===== src/rtl/pwm_ctrl_pkg.sv =====
// Shared types and constants for the PWM duty fade sequencer.
package pwm_ctrl_pkg;

    localparam int DUTY_W = 4;
    localparam logic [DUTY_W-1:0] DUTY_MAX = 4'hF;

    typedef enum logic [2:0] {
        IDLE    = 3'd0,
        UP      = 3'd1,
        HOLD_HI = 3'd2,
        DOWN    = 3'd3,
        HOLD_LO = 3'd4
    } state_t;

endpackage


===== src/rtl/pwm_period_timer.sv =====
// Counts PWM period wraps up to a terminal count; flags the wrap that reaches it.
module pwm_period_timer #(
    parameter int W = 16
) (
    input  logic         i_clk,
    input  logic         i_rst_n,
    input  logic         i_clr,
    input  logic         i_wrap,
    input  logic [W-1:0] i_tc,
    output logic         o_tc_hit
);

    logic [W-1:0] cnt_q;
    logic [W:0]   cnt_nx;

    // One bit wider so the compare holds even when i_tc is all ones.
    assign cnt_nx   = {1'b0, cnt_q} + (W+1)'(1);
    assign o_tc_hit = i_wrap && (cnt_nx >= {1'b0, i_tc});

    always_ff @(posedge i_clk or negedge i_rst_n) begin
        if (!i_rst_n) begin
            cnt_q <= '0;
        end else if (i_clr) begin
            cnt_q <= '0;
        end else if (i_wrap && (cnt_q < i_tc)) begin
            cnt_q <= cnt_nx[W-1:0];
        end
    end

endmodule


===== src/rtl/pwm_fade_ctrl.sv =====
// Duty fade sequencer: ramps the PWM duty between latched limits, changing it
// only on PWM period wraps.
//
//   state   | meaning
//   IDLE    | waiting for i_start, o_w holds last value
//   UP      | first wrap loads min, then +1 per step count
//   HOLD_HI | holding at max for hold periods
//   DOWN    | -1 per step count until min
//   HOLD_LO | holding at min for hold periods, then end of cycle
module pwm_fade_ctrl
    import pwm_ctrl_pkg::*;
#(
    parameter int STEP_W = 16
) (
    input  logic              i_clk,
    input  logic              i_rst_n,
    input  logic              i_start,
    input  logic              i_stop,
    input  logic [3:0]        i_min,
    input  logic [3:0]        i_max,
    input  logic [STEP_W-1:0] i_step_periods,
    input  logic [STEP_W-1:0] i_hold_periods,
    input  logic              i_loop,
    input  logic              i_wrap,
    output logic [3:0]        o_w,
    output logic              o_busy,
    output logic              o_cycle_done,
    output logic [2:0]        o_state
);

    state_t state_q, state_d;
    logic [DUTY_W-1:0] w_q, w_d, min_q, max_q;
    logic [STEP_W-1:0] step_q, hold_q, tc;
    logic loop_q, first_q, first_d, stop_q, stop_d;
    logic busy_q, done_q, done_d;
    logic tmr_clr, tmr_hit, end_cyc, hold_zero;

    assign hold_zero = (hold_q == '0);
    assign tc = ((state_q == HOLD_HI) || (state_q == HOLD_LO)) ? hold_q : step_q;

    pwm_period_timer #(.W(STEP_W)) u_timer (
        .i_clk    (i_clk),
        .i_rst_n  (i_rst_n),
        .i_clr    (tmr_clr),
        .i_wrap   (i_wrap),
        .i_tc     (tc),
        .o_tc_hit (tmr_hit)
    );

    always_comb begin
        state_d = state_q;
        w_d     = w_q;
        first_d = first_q;
        stop_d  = stop_q;
        done_d  = 1'b0;
        tmr_clr = 1'b0;
        end_cyc = 1'b0;
        case (state_q)
            IDLE: begin
                tmr_clr = 1'b1;
                if (i_start) begin
                    state_d = UP;
                    first_d = 1'b1;
                    stop_d  = 1'b0;
                end
            end
            UP: begin
                if (i_stop) begin
                    stop_d  = 1'b1;
                    state_d = DOWN;
                    tmr_clr = 1'b1;
                end else if (first_q) begin
                    if (i_wrap) begin
                        w_d     = min_q;
                        first_d = 1'b0;
                        tmr_clr = 1'b1;
                        if (min_q == max_q)
                            state_d = hold_zero ? DOWN : HOLD_HI;
                    end
                end else if (tmr_hit) begin
                    tmr_clr = 1'b1;
                    if (w_q < max_q)
                        w_d = w_q + DUTY_W'(1);
                    if ((w_q >= max_q) || (w_q + DUTY_W'(1) == max_q))
                        state_d = hold_zero ? DOWN : HOLD_HI;
                end
            end
            HOLD_HI: begin
                if (i_stop) begin
                    stop_d  = 1'b1;
                    state_d = DOWN;
                    tmr_clr = 1'b1;
                end else if (tmr_hit) begin
                    state_d = DOWN;
                    tmr_clr = 1'b1;
                end
            end
            DOWN: begin
                if (i_stop)
                    stop_d = 1'b1;
                if (tmr_hit) begin
                    tmr_clr = 1'b1;
                    // Guard against entering DOWN already at (or below) min.
                    if (w_q > min_q)
                        w_d = w_q - DUTY_W'(1);
                    if ((w_q <= min_q) || (w_q - DUTY_W'(1) == min_q)) begin
                        if (hold_zero)
                            end_cyc = 1'b1;
                        else
                            state_d = HOLD_LO;
                    end
                end
            end
            HOLD_LO: begin
                if (i_stop)
                    stop_d = 1'b1;
                if (tmr_hit)
                    end_cyc = 1'b1;
            end
            default: begin
                state_d = IDLE;
                tmr_clr = 1'b1;
            end
        endcase

        if (end_cyc) begin
            done_d  = 1'b1;
            tmr_clr = 1'b1;
            first_d = 1'b0;
            if (loop_q && !stop_d) begin
                state_d = UP;
            end else begin
                state_d = IDLE;
                stop_d  = 1'b0;
            end
        end
    end

    always_ff @(posedge i_clk or negedge i_rst_n) begin
        if (!i_rst_n) begin
            state_q <= IDLE;
            w_q     <= '0;
            first_q <= 1'b0;
            stop_q  <= 1'b0;
            busy_q  <= 1'b0;
            done_q  <= 1'b0;
        end else begin
            state_q <= state_d;
            w_q     <= w_d;
            first_q <= first_d;
            stop_q  <= stop_d;
            busy_q  <= (state_d != IDLE);
            done_q  <= done_d;
        end
    end

    always_ff @(posedge i_clk or negedge i_rst_n) begin
        if (!i_rst_n) begin
            min_q  <= '0;
            max_q  <= '0;
            step_q <= '0;
            hold_q <= '0;
            loop_q <= 1'b0;
        end else if ((state_q == IDLE) && i_start) begin
            min_q  <= i_min;
            max_q  <= (i_min > i_max) ? i_min : i_max;
            step_q <= (i_step_periods == '0) ? STEP_W'(1) : i_step_periods;
            hold_q <= i_hold_periods;
            loop_q <= i_loop;
        end
    end

    assign o_w          = w_q;
    assign o_busy       = busy_q;
    assign o_cycle_done = done_q;
    assign o_state      = state_q;

endmodule


===== config.mk =====
export PLATFORM = sky130hd
export DESIGN_NAME = pwm_fade_ctrl
export DESIGN_NICKNAME = d
export VERILOG_FILES = /design/src/rtl/pwm_ctrl_pkg.sv /design/src/rtl/pwm_period_timer.sv /design/src/rtl/pwm_fade_ctrl.sv
export SDC_FILE = /design/constraint.sdc
export NUM_CORES = 1
export LEC_CHECK = 0
export ABC_AREA = 1
export BUFFER_PORTS_ARGS = -buffer_cell sky130_fd_sc_hd__buf_4
export CAP_MARGIN = 20
export CORE_ASPECT_RATIO = 2
export CORE_MARGIN = 5
export CORE_UTILIZATION = 40
export CTS_CLUSTER_DIAMETER = 30
export CTS_CLUSTER_SIZE = 28
export DETAILED_ROUTE_END_ITERATION = 6
export PLACE_DENSITY_LB_ADDON = 0.2
export SLEW_MARGIN = 10
export SYNTH_ARGS = -nofsm -noshare
export SYNTH_HDL_FRONTEND = slang
export SYNTH_SLANG_ARGS = --single-unit

===== constraint.sdc =====
create_clock -name i_clk -period 5.5 [get_ports i_clk]
set_input_delay 0 -clock i_clk [delete_from_list [all_inputs] [get_ports i_clk]]
set_output_delay 0 -clock i_clk [all_outputs]
set_load 0.03 [all_outputs]

Yosys cells after proc, flatten, opt, wreduce, memory -nomap -nowiden
Cells that the tools add are included.
{"block": "classes", "add_sub_neg": 3, "magnitude_cmp": 7, "eq_ne": 15, "n_mux": 52, "reduce_logical": 18}
{"op": "16-bit two-way mux", "n": 4}
{"op": "3-bit two-way mux", "n": 13}
{"op": "16-bit logical NOT", "n": 2}
{"op": "4-bit two-way mux", "n": 8}
{"op": "1-bit two-way mux", "n": 21}
{"op": "16-bit by 1-bit adder with 17-bit output, second input constant", "n": 1}
{"op": "17-bit by 16-bit >= comparator with 1-bit output", "n": 1}
{"op": "16-bit less-than comparator", "n": 1}
{"op": "3-bit inequality test, second input constant", "n": 5}
{"op": "3-bit case mux with 5 select lines", "n": 1}
{"op": "4-bit equality test", "n": 3}
{"op": "4-bit greater-than comparator", "n": 2}
{"op": "4-bit case mux with 2 select lines", "n": 1}
{"op": "7-bit AND reduction", "n": 1}
{"op": "3-bit by 2-bit equality test with 1-bit output, second input constant", "n": 2}
{"op": "2-bit inequality test, second input constant", "n": 3}
{"op": "1-bit case mux with 2 select lines", "n": 3}
{"op": "3-bit nonzero test", "n": 2}
{"op": "4-bit by 1-bit adder with 4-bit output, second input constant", "n": 1}
{"op": "4-bit >= comparator", "n": 1}
{"op": "4-bit less-or-equal comparator", "n": 1}
{"op": "1-bit logical AND", "n": 4}
{"op": "4-bit less-than comparator", "n": 1}
{"op": "1-bit case mux with 4 select lines", "n": 1}
{"op": "other kinds (9)", "n": 12}
{"block": "totals", "reg_bits": 68, "out_inout_bits": 9, "wordCells": 107}

Depth between registers and ports, before layout
Gate-level depths: netlist of run 1.
{"block": "logic_depth", "ltp_word": 11, "mapped_depth": 24, "mapped_depth_nobuf": 24}

Modules after synthesis
Synthesis of run 1 repeated with hierarchy kept, for this count alone.
{"block": "hier_totals", "hier_cells": 704, "area_unflattened_um2": 5036.1}
{"module": "pwm_fade_ctrl", "n_inst": 1, "cells_each": 432, "area_each_um2": 3138.0, "seq_area_each_um2": 1301.2}
{"module": "pwm_period_timer", "n_inst": 1, "cells_each": 272, "area_each_um2": 1898.1, "seq_area_each_um2": 400.4}

Worst setup path after synthesis of run 1
No wires, ideal clock.
{"block": "synth_path", "path_type": "reg2reg", "start": "register state_q[1] (netlist: o_state[1])", "end": "register u_timer.cnt_q[0]", "setup_time_ns": 0.066, "arrival_time_ns": 3.063, "required_time_ns": 5.434, "path_slack_ns": 2.370, "path_stages_with_launch": 18, "synth_period_minus_slack_ns": 3.130, "cell_sequence": "dfrtp_1 inv_2 nor3_2 inv_2 nand2_1 buf_2 mux2i_1 ha_1 a21oi_1 o21ai_1 nand4_1 o211ai_1 nand3_1 nand3_1 clkinv_1 clkbuf_1 nand4_1 nand2_1"}
{"block": "synth_via", "elab_chain_cells": 11}
{"item": "start, declared", "line_no": "pwm_fade_ctrl.sv:31", "rtl": "state_t state_q, state_d;"}
{"item": "start signal, assigned", "line_no": "pwm_fade_ctrl.sv:148", "rtl": "state_q <= state_d;"}
{"item": "3-bit by 2-bit equality test with 1-bit output / 3-bit equality test (equally long branches)", "line_no": "pwm_fade_ctrl.sv:39, pwm_fade_ctrl.sv:58"}
{"item": "1-bit logical OR", "line_no": "pwm_fade_ctrl.sv:39", "rtl": "assign tc = ((state_q == HOLD_HI) || (state_q == HOLD_LO)) ? hold_q : step_q;"}
{"item": "16-bit two-way mux", "line_no": "pwm_fade_ctrl.sv:39"}
{"item": "17-bit by 16-bit >= comparator with 1-bit output", "line_no": "pwm_period_timer.sv:18", "rtl": "assign o_tc_hit = i_wrap && (cnt_nx >= {1'b0, i_tc});"}
{"item": "1-bit logical AND", "line_no": "pwm_period_timer.sv:18"}
{"item": "1-bit two-way mux"}
{"item": "1-bit two-way mux", "line_no": "pwm_fade_ctrl.sv:72", "rtl": "end else if (first_q) begin"}
{"item": "1-bit two-way mux", "line_no": "pwm_fade_ctrl.sv:68", "rtl": "if (i_stop) begin"}
{"item": "1-bit case mux with 4 select lines", "line_no": "pwm_fade_ctrl.sv:58", "rtl": "case (state_q)"}
{"item": "1-bit two-way mux", "line_no": "pwm_fade_ctrl.sv:126", "rtl": "if (end_cyc) begin"}
{"item": "16-bit two-way mux / 2-bit nonzero test (equally long branches)"}
{"item": "end signal, assigned", "line_no": "pwm_period_timer.sv:26", "rtl": "cnt_q <= cnt_nx[W-1:0];"}
{"item": "end, declared", "line_no": "pwm_period_timer.sv:13", "rtl": "logic [W-1:0] cnt_q;"}
Parallel ways exist; a longest one is shown, timed or not.
A chain may end at the register's enable or synchronous reset.

Worst setup path in the final report of run 1
{"block": "layout_path", "start": "register state_q[0] (netlist: o_state[0])", "end": "register u_timer.cnt_q[0]"}
Same word-level chain as after synthesis.

==> reports/results.ini, run 1 <==
[grt]
grt_max_degree=69
grt_pass1_vias=4750
grt_overflow_total=0
antenna_found_initial=0
grt_pass1_wl_mm=23.7
grtUsageTotal_pct=21.8

[yosys]
yosysWarnings=0
yosysUniqueCellTypes=42
synth_nets=743
netlist_instances=650
synthFlopType=dfrtp_1
synthArstFlopShare_pct=100
ys_seq_area_share_pct=35.3
synth_area_mm2=0.00482
synth-edff-count=0
syn_area_per_cell_um2=7.42
synth_seq_cells=68

[clock_network]
cts_root_buffer=clkbuf_16
ctsResizeCount=0
cts_setup_buffers=0
worstSkewPairLatency_ps=340
cts_tree=built
path_clk_slew_ps=60
clockBufferDepth=2
cts_made_buffers=9
cts_sinks=68
h-tree-depth=3

[worst_setup_path]
path_depth=16
crit_buf_inv=0
cp_max_fo=25
startpoint=o_state[0]
cp_data_required_time_ps=5770
slowest_stage=o21ai_0
crit_path_frequent_cell=nand2_1
r2r-end=u_timer.cnt_q[0]
cp_cell_sequence=nor2_1, nand2_1, nand2_1, o21ai_0, ha_1, nand2_1, nor2_1, nand2_1, nand3_1, nand2_1, a21oi_4, o21ai_2, nand2_4, nor2_4, nand2_1, nand2_1
r2r-start=o_state[0]
cp_top_family=simple AND/OR/NAND/NOR gates
worstSetupStartpointType=flip-flop
r2r_cells=16
end_kind=flip-flop
slowest_delay_ps=680
arrival_ps=4150
r2r_setup_slack_ps=1620
crit_end=u_timer.cnt_q[0]
setup.worst_path.class=flip-flop to flip-flop

[cells_and_area]
fillers=1135
area_growth_pct=25.9
drive_gt1_share_pct=13.3
num_antenna_cells=0
final_cells=892
design_area_mm2=0.00607
finalNetCount=835

[timing]
finalWorstSetupSlack_ps=1620
finalCritPeriodShare_pct=70.5
setup_tns_ps=0
slew_headroom_pct=38.3
finalSetupViolCount=0
rsz0062_at_grt=false
max_freq_ghz=0.258
clock_skew_ps=9.85
whs_ps=10.6
hold_viol=0
slew_violations=0
period_needed_ps=3880
tightest_slew_ps=924

[power]
total_leakage_power_uw=0.00316
power.density_mw_per_mm2=501
vdd_drop_max_mv=0.272

[place]
portBuffers=54
placed_area_mm2=0.00536
globalplace.congestion=0.916
hpwl_mm=11.8
dp.cells=838
place_ws_ps=1550

[min_path]
hold_class=input pin to flip-flop

[detailed_routing]
detail_route.vias_per_cell=5.21
ant_nets=0
dr.pass1.iters=4
routed_wl_mm=15.1
via_count=4645
drtIter0Drc=215
wl_per_cell_um=16.9
drc_errors=0

[outcome]
status=finished, final reports clean

[floorplan]
die_h_um=165
initial_core_util_pct=41.0
coreArea_mm2=0.0118
chipWidth_um=87.6
dieArea_mm2=0.0145
ios=55
rows=56

[flow_run]
maxCapViolations=0

==> synthesized netlist by cell type, types with 7 or more instances <==
cell type  number  area, um2
a21oi_1        37        185
clkbuf_1        9       33.8
dfrtp_1        68       1700
ha_1           47        588
inv_1          62        233
mux2i_1         7       70.1
nand2_1       223        837
nand3_1        30        150
nand4_1        20        125
nor2_1         33        124
o21ai_0        41        205
xor2_1         10       87.6
==> registers in the layout, indices dropped and copies added, names as in the netlist <==
signal,cells
min_q,4
step_q,16
hold_q,16
max_q,4
o_cycle_done,1
o_state,3
u_timer.cnt_q,16
o_w,4
o_busy,1
first_q,1
stop_q,1
loop_q,1
==> layout make-up <==
| class | instances | area, um2 | share of cell area [%] |
|---|---|---|---|
| multi-input cells | 500 | 2800 | 46.2 |
| flip-flops and latches | 68 | 1700 | 28.0 |
| repair buffers | 94 | 801 | 13.2 |
| inverters | 69 | 259 | 4.27 |
| clock buffers | 9 | 225 | 3.71 |
| well taps | 145 | 181 | 2.99 |
| clock inverters | 7 | 98.8 | 1.63 |
==> how the worst min path moves through the flow <==
stage	from	to	slack [ps]	depth (start not counted)
final	i_max[0]	max_q[0]	10	4
after CTS	i_max[0]	max_q[0]	4	4
after detailed placement	i_rst_n	o_cycle_done	180	1
after floorplan	i_rst_n	first_q	-300	0
after global placement	i_rst_n	loop_q	180	1
after global routing	i_max[0]	max_q[0]	100	4
==> tightest hold or removal path, delay by kind of cell <==
kind | cells | cell delay, ps
compound gates | 3 | 230
buf+inv | 1 | 90
==> logic make-up (layout without fill, tap and decap cells) <==
kind of cell             after synthesis  after routing  synth area share (%)
buffers and inverters                 82            179                  6.59
XOR/XNOR                              14             14                  2.54
flip-flops                            68             68                  35.3
adder cells (fa/ha/maj)               47             47                  12.2
AO/OA/AOI/OAI                        101            101                  12.1
multiplexers                           7              7                  1.45
AND/OR/NAND/NOR                      331            331                  29.8
==> metrics by stage <==
stage | power, uW | util (%)
after global placement | 2340 | 45.6
after detailed placement | 2380 | 45.6
after floorplan | 1910 | -
after global routing | 3300 | 51.6
final | 3040 | 51.6
after CTS | 3060 | 51.6
==> cells in the final DEF (no fill, tap or decap), types with 2 or more instances in the layout <==
cell	count
a21oi_1	37
buf_4	56
bufinv_16	2
clkbuf_16	9
clkinv_4	2
dfrtp_1	68
dlygate4sd3_1	38
ha_1	47
inv_1	62
inv_2	6
mux2i_1	7
nand2_1	223
nand2_2	2
nand2_4	3
nand3_1	30
nand4_1	20
nor2_1	33
nor2_2	3
nor2_4	4
nor3_1	6
nor4_1	4
o211ai_1	4
o21ai_0	41
o21ai_1	3
o21ai_2	2
o21bai_1	2
o31ai_1	2
xnor2_1	4
xor2_1	10
==> metal layers <==
layer / GRT usage (%) / up-vias / wire length (um)
li1: - / 2328 / -
met1: 20.1 / 2152 / 4920
met2: 43.1 / 110 / 8950
met3: 2.83 / 55 / 373
met4: 12.8 / 0 / 833
met5: 0 / - / 0
==> report_power, final <==
group	switching, uW	total (uW)	internal [uW]
Clock	244	644	400
Combinational	1000	1550	543
Sequential	170	851	681
Total	1420	3040	1620
==> timing repair <==
| item | in CTS | in global routing |
|---|---|---|
| setup endpoints to repair | 0 | 0 |
| hold buffers | 38 | 0 |
| endpoints found under the hold margin | 107 | 0 |
(Power assumes the default switching activity.)
==> run 2: changes to the inputs <==
- ABC_AREA: 1 -> 0
- clock period: 5.5 -> 4.05 ns (I/O delays scaled with it)
==> run 2 against run 1 <==
  * Via count fell by 15%
  * Count of clock-buffer cells in the layout is the same
  * Global-route usage fell by 2.6 points
  * Cell area fell by 1.1%
  * Critical path type unchanged
  * Highest routed layer unchanged
  * Worst setup slack worse by 1400 ps
  * Critical endpoint is now o_busy
  * Critical path depth down 1
  * Total power up 12%
==> reports/results.ini, run 2 <==
[power]
total_leakage_power_uw=0.00275  ; -13%
vdd_drop_max_mv=0.331  ; +22%
power.density_mw_per_mm2=570  ; +14%
power_uw=3420  ; +12%

[yosys]
synthFlopType=dfrtp_1
syn_area_per_cell_um2=10.0  ; +35%
synth_nets=555  ; -25%
synthTopCellsByArea=dfrtp_1 37%, ha_1 13%, mux2_2 8.3%
synth_seq_cells=68  ; unchanged
ys_seq_area_share_pct=36.8  ; +1.5 points
synth_top_area_share_pct=36.8  ; +1.5 points
yosysUniqueCellTypes=57  ; +36%
synth_most_common_cell=dfrtp_1
synth_top_area_cell=dfrtp_1
synth-edff-count=0  ; unchanged
synthArstFlopShare_pct=100  ; unchanged
netlist_top_cells_count=68 x dfrtp_1, 47 x ha_1, 38 x nor2_1, 34 x mux2_2, 32 x nand2_1
synth_area_mm2=0.00462  ; -4.1%
yosysWarnings=0  ; unchanged
netlist_instances=462  ; -29%

[cells_and_area]
fin_util_pct=52.9  ; +1.3 points
final_common_cell=buf_4
drive_gt1_share_pct=24.7  ; +11 points
num_antenna_cells=0  ; unchanged
final_cells=716  ; -20%
area_growth_pct=29.8
finalNetCount=662  ; -21%
mostFrequentLayoutCells=69 x buf_4, 64 x dfrtp_1, 46 x ha_1, 41 x dlygate4sd3_1, 37 x nor2_1
fillers=1021  ; -10%
design_area_mm2=0.00600  ; -1.1%
largestRegisters=hold_q: 16 flops, step_q: 16 flops, u_timer.cnt_q: 16 flops

[timing]
finalSetupViolCount=0  ; unchanged
slew_headroom_pct=35.4  ; -2.8 points
clock_skew_ps=7.15  ; -2.70 ps
slew_violations=0  ; unchanged
finalCritPeriodShare_pct=94.0  ; +23 points
period_needed_ps=3810  ; -73.1 ps
tightest_slew_ps=955  ; +31.3 ps
setup_tns_ps=0  ; unchanged
hold_viol=0  ; unchanged
max_freq_ghz=0.263  ; +1.9%

[floorplan]
initial_core_util_pct=40.7  ; -0.23 points
rows=55  ; -1.8%
ios=55  ; unchanged
dieArea_mm2=0.0139  ; -3.7%
die_h_um=162  ; -1.9%
coreArea_mm2=0.0114  ; -3.5%
chipWidth_um=86.0  ; -1.8%

[outcome]
status=finished, final reports clean

[worst_setup_path]
cp_data_required_time_ps=4260  ; -1510 ps
slowest_delay_ps=530  ; -150 ps
end_kind=flip-flop
arrival_ps=4020  ; -130 ps
worstSetupStartpointType=flip-flop
r2r-start=u_timer.cnt_q[0]
cp_max_fo=10  ; -60%
setup.worst_path.class=flip-flop to flip-flop
cp_top_family=simple AND/OR/NAND/NOR gates
slowest_stage=or4b_1
crit_buf_inv=0  ; unchanged
startpoint=u_timer.cnt_q[0]
cp_cell_sequence=ha_2, and3_1, nand3_2, nor2_1, nand3_1, nor2_2, xor2_1, ha_1, nand3_1, a2111oi_2, or2_1, o21ai_4, o41ai_2, a41oi_1, or4b_1
crit_path_frequent_cell=nand3_1

[grt]
grt_pass1_vias=4143  ; -13%
antenna_found_initial=0  ; unchanged
grt_max_degree=69  ; unchanged
grt_overflow_total=0  ; unchanged
grtUsageTotal_pct=19.1  ; -2.6 points
grt_pass1_wl_mm=20.5  ; -14%

[clock_network]
worstSkewPairLatency_ps=340  ; about the same
h-tree-depth=3  ; unchanged
cts_root_buffer=clkbuf_16
cts_setup_buffers=0  ; unchanged
path_clk_slew_ps=60  ; about the same
cts_made_buffers=9  ; unchanged
cts_sinks=68  ; unchanged
clockBufferDepth=2  ; unchanged
cts_tree=built

[detailed_routing]
routed_wl_mm=12.7  ; -16%
wl_per_cell_um=17.8  ; +5.2%
ant_nets=0  ; unchanged
detail_route.vias_per_cell=5.49  ; +5.5%
via_count=3932  ; -15%
drtIter0Drc=127  ; -41%
dr.pass1.iters=4  ; unchanged
drc_errors=0  ; unchanged

[min_path]
min_from=i_max[3]
hold_class=input pin to flip-flop

[flow_run]
maxCapViolations=0  ; unchanged

[place]
globalplace.congestion=0.927  ; +1.3%
portBuffers=54  ; unchanged
hpwl_mm=9.56  ; -19%
placed_area_mm2=0.00524  ; -2.3%
dp.cells=659  ; -21%

==> run 2: cell count changes in the layout (fill, tap and decap cells not counted), moves of 19 or more <==
cell / previous run / this run
inv_1: 62 / 18
mux2_2: 0 / 34
nand2_1: 223 / 32
nand3_1: 30 / 10
o21ai_0: 41 / 22
==> run 2: cell type report <==
class	count	area (um2)	area share, %
multi-input combinational	362	2820	47.0
sequential	68	1710	28.4
timing repair buffer	110	928	15.5
clock buffer	9	225	3.75
tap	142	178	2.96
clock inverter	7	76.3	1.27
inverter	18	67.6	1.13
==> run 2: per-stage QoR <==
stage	hold slack, ps	worst slack, ps
after CTS	14.4	30.6
after detailed placement	174	60.4
after global placement	176	185
after floorplan	-296	54.8
after global routing	56.3	-15.0
final	3.50	244
==> run 2: path summary, 6_finish.rpt <==
check	endpoint	slack, ps	cells past startpoint
setup / recovery	o_busy	240	15
hold / removal	max_q[3]	3	3
setup reg to reg	o_busy	240	15
hold reg to reg	step_q[5]	500	1
max in group asynchronous	step_q[3]	3140	2
min in group asynchronous	min_q[0]	300	2
==> run 2: power breakdown <==
group / leakage [uW] / total, uW / switching (uW) / internal, uW
combinational: 0.00176 / 1520 / 806 / 716
clock: 0.000142 / 804 / 324 / 480
sequential: 0.000847 / 1090 / 224 / 871
total: 0.00275 / 3420 / 1350 / 2070
==> run 2: worst min-delay path, stage by stage <==
cell	delay [ps]
buf_4	80
mux2i_1	70
a21oi_1	140
==> run 2: logic make-up after synthesis <==
group / share of synthesized area [%]
flops: 36.8
compound gates: 11.3
mux: 13.1
xor+xnor: 7.77
simple gates: 15.0
fa+ha+maj: 12.7
buf+inv: 3.36
==> run 2: per-layer routing <==
metal	routed length [um]	vias up	share of wire (%)	global-route usage [%]
li1	-	1889	-	-
met1	4230	1888	33	18.4
met2	7340	107	58	35.8
met3	367	48	2.9	2.89
met4	796	0	6.3	13.4
met5	0	-	0	0
==> run 2: what timing repair did <==
item | in CTS | in global routing
gates resized for setup | 0 | 13
endpoints found under the hold margin | 108 | 0
setup endpoints to repair | 0 | 3
hold buffers | 41 | 0
==> run 3: changes to the inputs <==
- CORE_ASPECT_RATIO: 2 -> 1.5
==> run 3 against run 2 <==
  * Worst setup slack worse by 1.2 ps
  * Total power fell by 1.6%
  * Die area decreased by 0.62%
  * Worst hold slack is essentially flat
  * Global-route usage shrank 0.98 points
  * Combinational power is 3% higher
  * Non-clock buffer count up 3
  * Critical path depth up 2
  * Clock skew fell by 1.9 ps
  * Critical path type unchanged
  * Highest routed layer unchanged
==> reports/results.ini, run 3 (synthesis gave the netlist of run 2 again) <==
[timing]
tightest_slew_ps=912  ; -42.9 ps
slew_headroom_pct=39.2  ; +3.8 points
finalWorstSetupSlack_ps=243  ; -1.15 ps
max_freq_ghz=0.263  ; about the same
slew_violations=0  ; unchanged
clock_skew_ps=5.23  ; -1.91 ps
hold_viol=0  ; unchanged
finalCritPeriodShare_pct=94.0  ; about the same
finalSetupViolCount=0  ; unchanged
setup_tns_ps=0  ; unchanged
period_needed_ps=3810  ; +1.15 ps
rsz0062_at_grt=false

[cells_and_area]
fin_util_pct=52.6  ; -0.27 points
largestRegisters=hold_q: 16 flops, step_q: 16 flops, u_timer.cnt_q: 16 flops
finalNetCount=665  ; +0.45%
final_cells=727  ; +1.5%
area_growth_pct=29.8  ; about the same
num_antenna_cells=0  ; unchanged
mostFrequentLayoutCells=74 x buf_4, 66 x dfrtp_1, 46 x ha_1, 39 x dlygate4sd3_1
final_common_cell=buf_4
drive_gt1_share_pct=25.6  ; +0.91 points

[power]
p_clk_share_pct=21.7  ; -1.8 points
p_sw_uw=1340  ; -0.92%
vdd_drop_max_mv=0.297  ; -10%
swShare_pct=39.8  ; +0.26 points
p_comb_share_pct=46.4  ; +1.9 points
total_leakage_power_uw=0.00274  ; -0.36%
seq_power_share_pct=31.9  ; about the same
power.density_mw_per_mm2=561  ; -1.6%
p_int_uw=2030  ; -2.0%

[detailed_routing]
routed_wl_mm=12.2  ; -4.0%
dr.pass1.iters=4  ; unchanged
drtIter0Drc=165  ; +30%
ant_nets=0  ; unchanged
wl_per_cell_um=16.8  ; -5.4%
via_count=3882  ; -1.3%
drc_errors=0  ; unchanged
detail_route.vias_per_cell=5.34  ; -2.8%

[clock_network]
cts_root_buffer=clkbuf_16
clockBufferDepth=2  ; unchanged
cts_made_buffers=9  ; unchanged
cts_sinks=68  ; unchanged
path_clk_slew_ps=60  ; about the same
cts_tree=built
h-tree-depth=3  ; unchanged
worstSkewPairLatency_ps=340  ; about the same

[floorplan]
die_h_um=142  ; -13%
dieArea_mm2=0.0139  ; -0.62%
ios=55  ; unchanged
coreArea_mm2=0.0114  ; +0.50%
rows=48  ; -13%
chipWidth_um=97.8  ; +14%
initial_core_util_pct=40.5  ; -0.20 points

[worst_setup_path]
cp_max_fo=6  ; -4
worstSetupStartpointType=flip-flop
path_depth=17  ; +2
startpoint=u_timer.cnt_q[0]
crit_end=o_busy
crit_buf_inv=1  ; +1
cp_data_required_time_ps=4250  ; about the same
r2r_setup_slack_ps=240  ; about the same
r2r-start=u_timer.cnt_q[0]
cp_cell_sequence=ha_2, and3_1, nand3_2, nor2_2, nand3_2, nor2_2, xor2_1, ha_1, a21o_1, a21oi_1, o41ai_1, or2_1, o21ai_4, buf_4, or2_2, a41oi_1, or4b_1
slowest_stage=or4b_1
arrival_ps=4010  ; about the same
end_kind=flip-flop
r2r-end=o_busy
r2r_cells=17  ; +2
setup.worst_path.class=flip-flop to flip-flop
slowest_delay_ps=520  ; about the same
cp_top_family=simple AND/OR/NAND/NOR gates

[outcome]
status=finished, final reports clean

[grt]
grt_pass1_wl_mm=20.1  ; -1.8%
grt_pass1_vias=4166  ; +0.56%
grtUsageTotal_pct=18.2  ; -0.98 points
grt_max_degree=69  ; unchanged
grt_overflow_total=0  ; unchanged
antenna_found_initial=0  ; unchanged

[flow_run]
maxCapViolations=0  ; unchanged

[min_path]
hold_class=input pin to flip-flop

[place]
globalplace.congestion=0.881  ; -5.0%
dp.cells=669  ; +1.5%
place_ws_ps=21.0  ; -39.4 ps
portBuffers=54  ; unchanged
hpwl_mm=9.12  ; -4.6%

[run 3: changes by cell type in the layout (fill, tap and decap cells not counted), sizes merged]
cell	change
buf	+5
dlygate4sd3	-2
bufinv	-1
inv	+1
[run 3: area by class of cell]
cell class | instances | area [um2]
Fill cell | 1066 | 5410
Clock buffer | 9 | 225
Sequential cell | 68 | 1700
Clock inverter | 7 | 51.3
Tap cell | 150 | 188
Inverter | 18 | 67.6
Timing Repair Buffer | 113 | 946
Multi-Input combinational cell | 362 | 2820
[run 3: power by group through the flow]
stage	clock network, uW	registers [uW]	logic, uW
CTS	753	1080	1540
detailed placement	0	1090	1490
floorplan	0	1070	1050
global placement	0	1080	1460
global route	792	1110	1730
finish	732	1070	1560
[run 3: timing repair]
action | 4_1_cts | 5_1_grt
setup buffers | 0 | 3
resized for setup | 1 | 12
endpoints found under the hold margin | 106 | 0
endpoints found under the setup margin | 1 | 19
pin swaps | 0 | 4
hold buffers | 39 | 0
[run 3: worst min-delay path by stage]
stage	to	startpoint	cells past startpoint
floorplan	first_q	i_rst_n	0
global placement	stop_q	i_rst_n	1
detailed placement	o_busy	i_rst_n	1
CTS	max_q[0]	i_max[0]	3
global route	max_q[3]	i_max[3]	3
finish	max_q[0]	i_max[0]	3
[run 3: per-layer routing]
layer  part of all wire, %  vias up  track usage, %  wire length [um]
met5                     0        -               0                 0
met4                   1.6        0            7.59               200
met3                   2.4       17            3.10               294
met2                    59       66            35.8              7200
met1                    37     1903            18.6              4520
li1                      -     1896               -                 -
[run 3: worst min-delay path: cells and delay by family]
| kind | cells | cell delay [ps] |
|---|---|---|
| compound gates | 2 | 210 |
| buf+inv | 1 | 90 |
[run 3: stage by stage]
| stage | total power, uW | hold WS (ps) | instance area, um2 |
|---|---|---|---|
| 4_1_cts | 3370 | 0.954 | 5940 |
| 2_1_floorplan | 2130 | -296 | 4630 |
| 6_report | 3370 | 3.96 | 6000 |
| 5_1_grt | 3630 | 30.6 | 6000 |
| 3_5_place_dp | 2580 | 186 | 5270 |
| 3_3_place_gp | 2550 | 165 | 5270 |
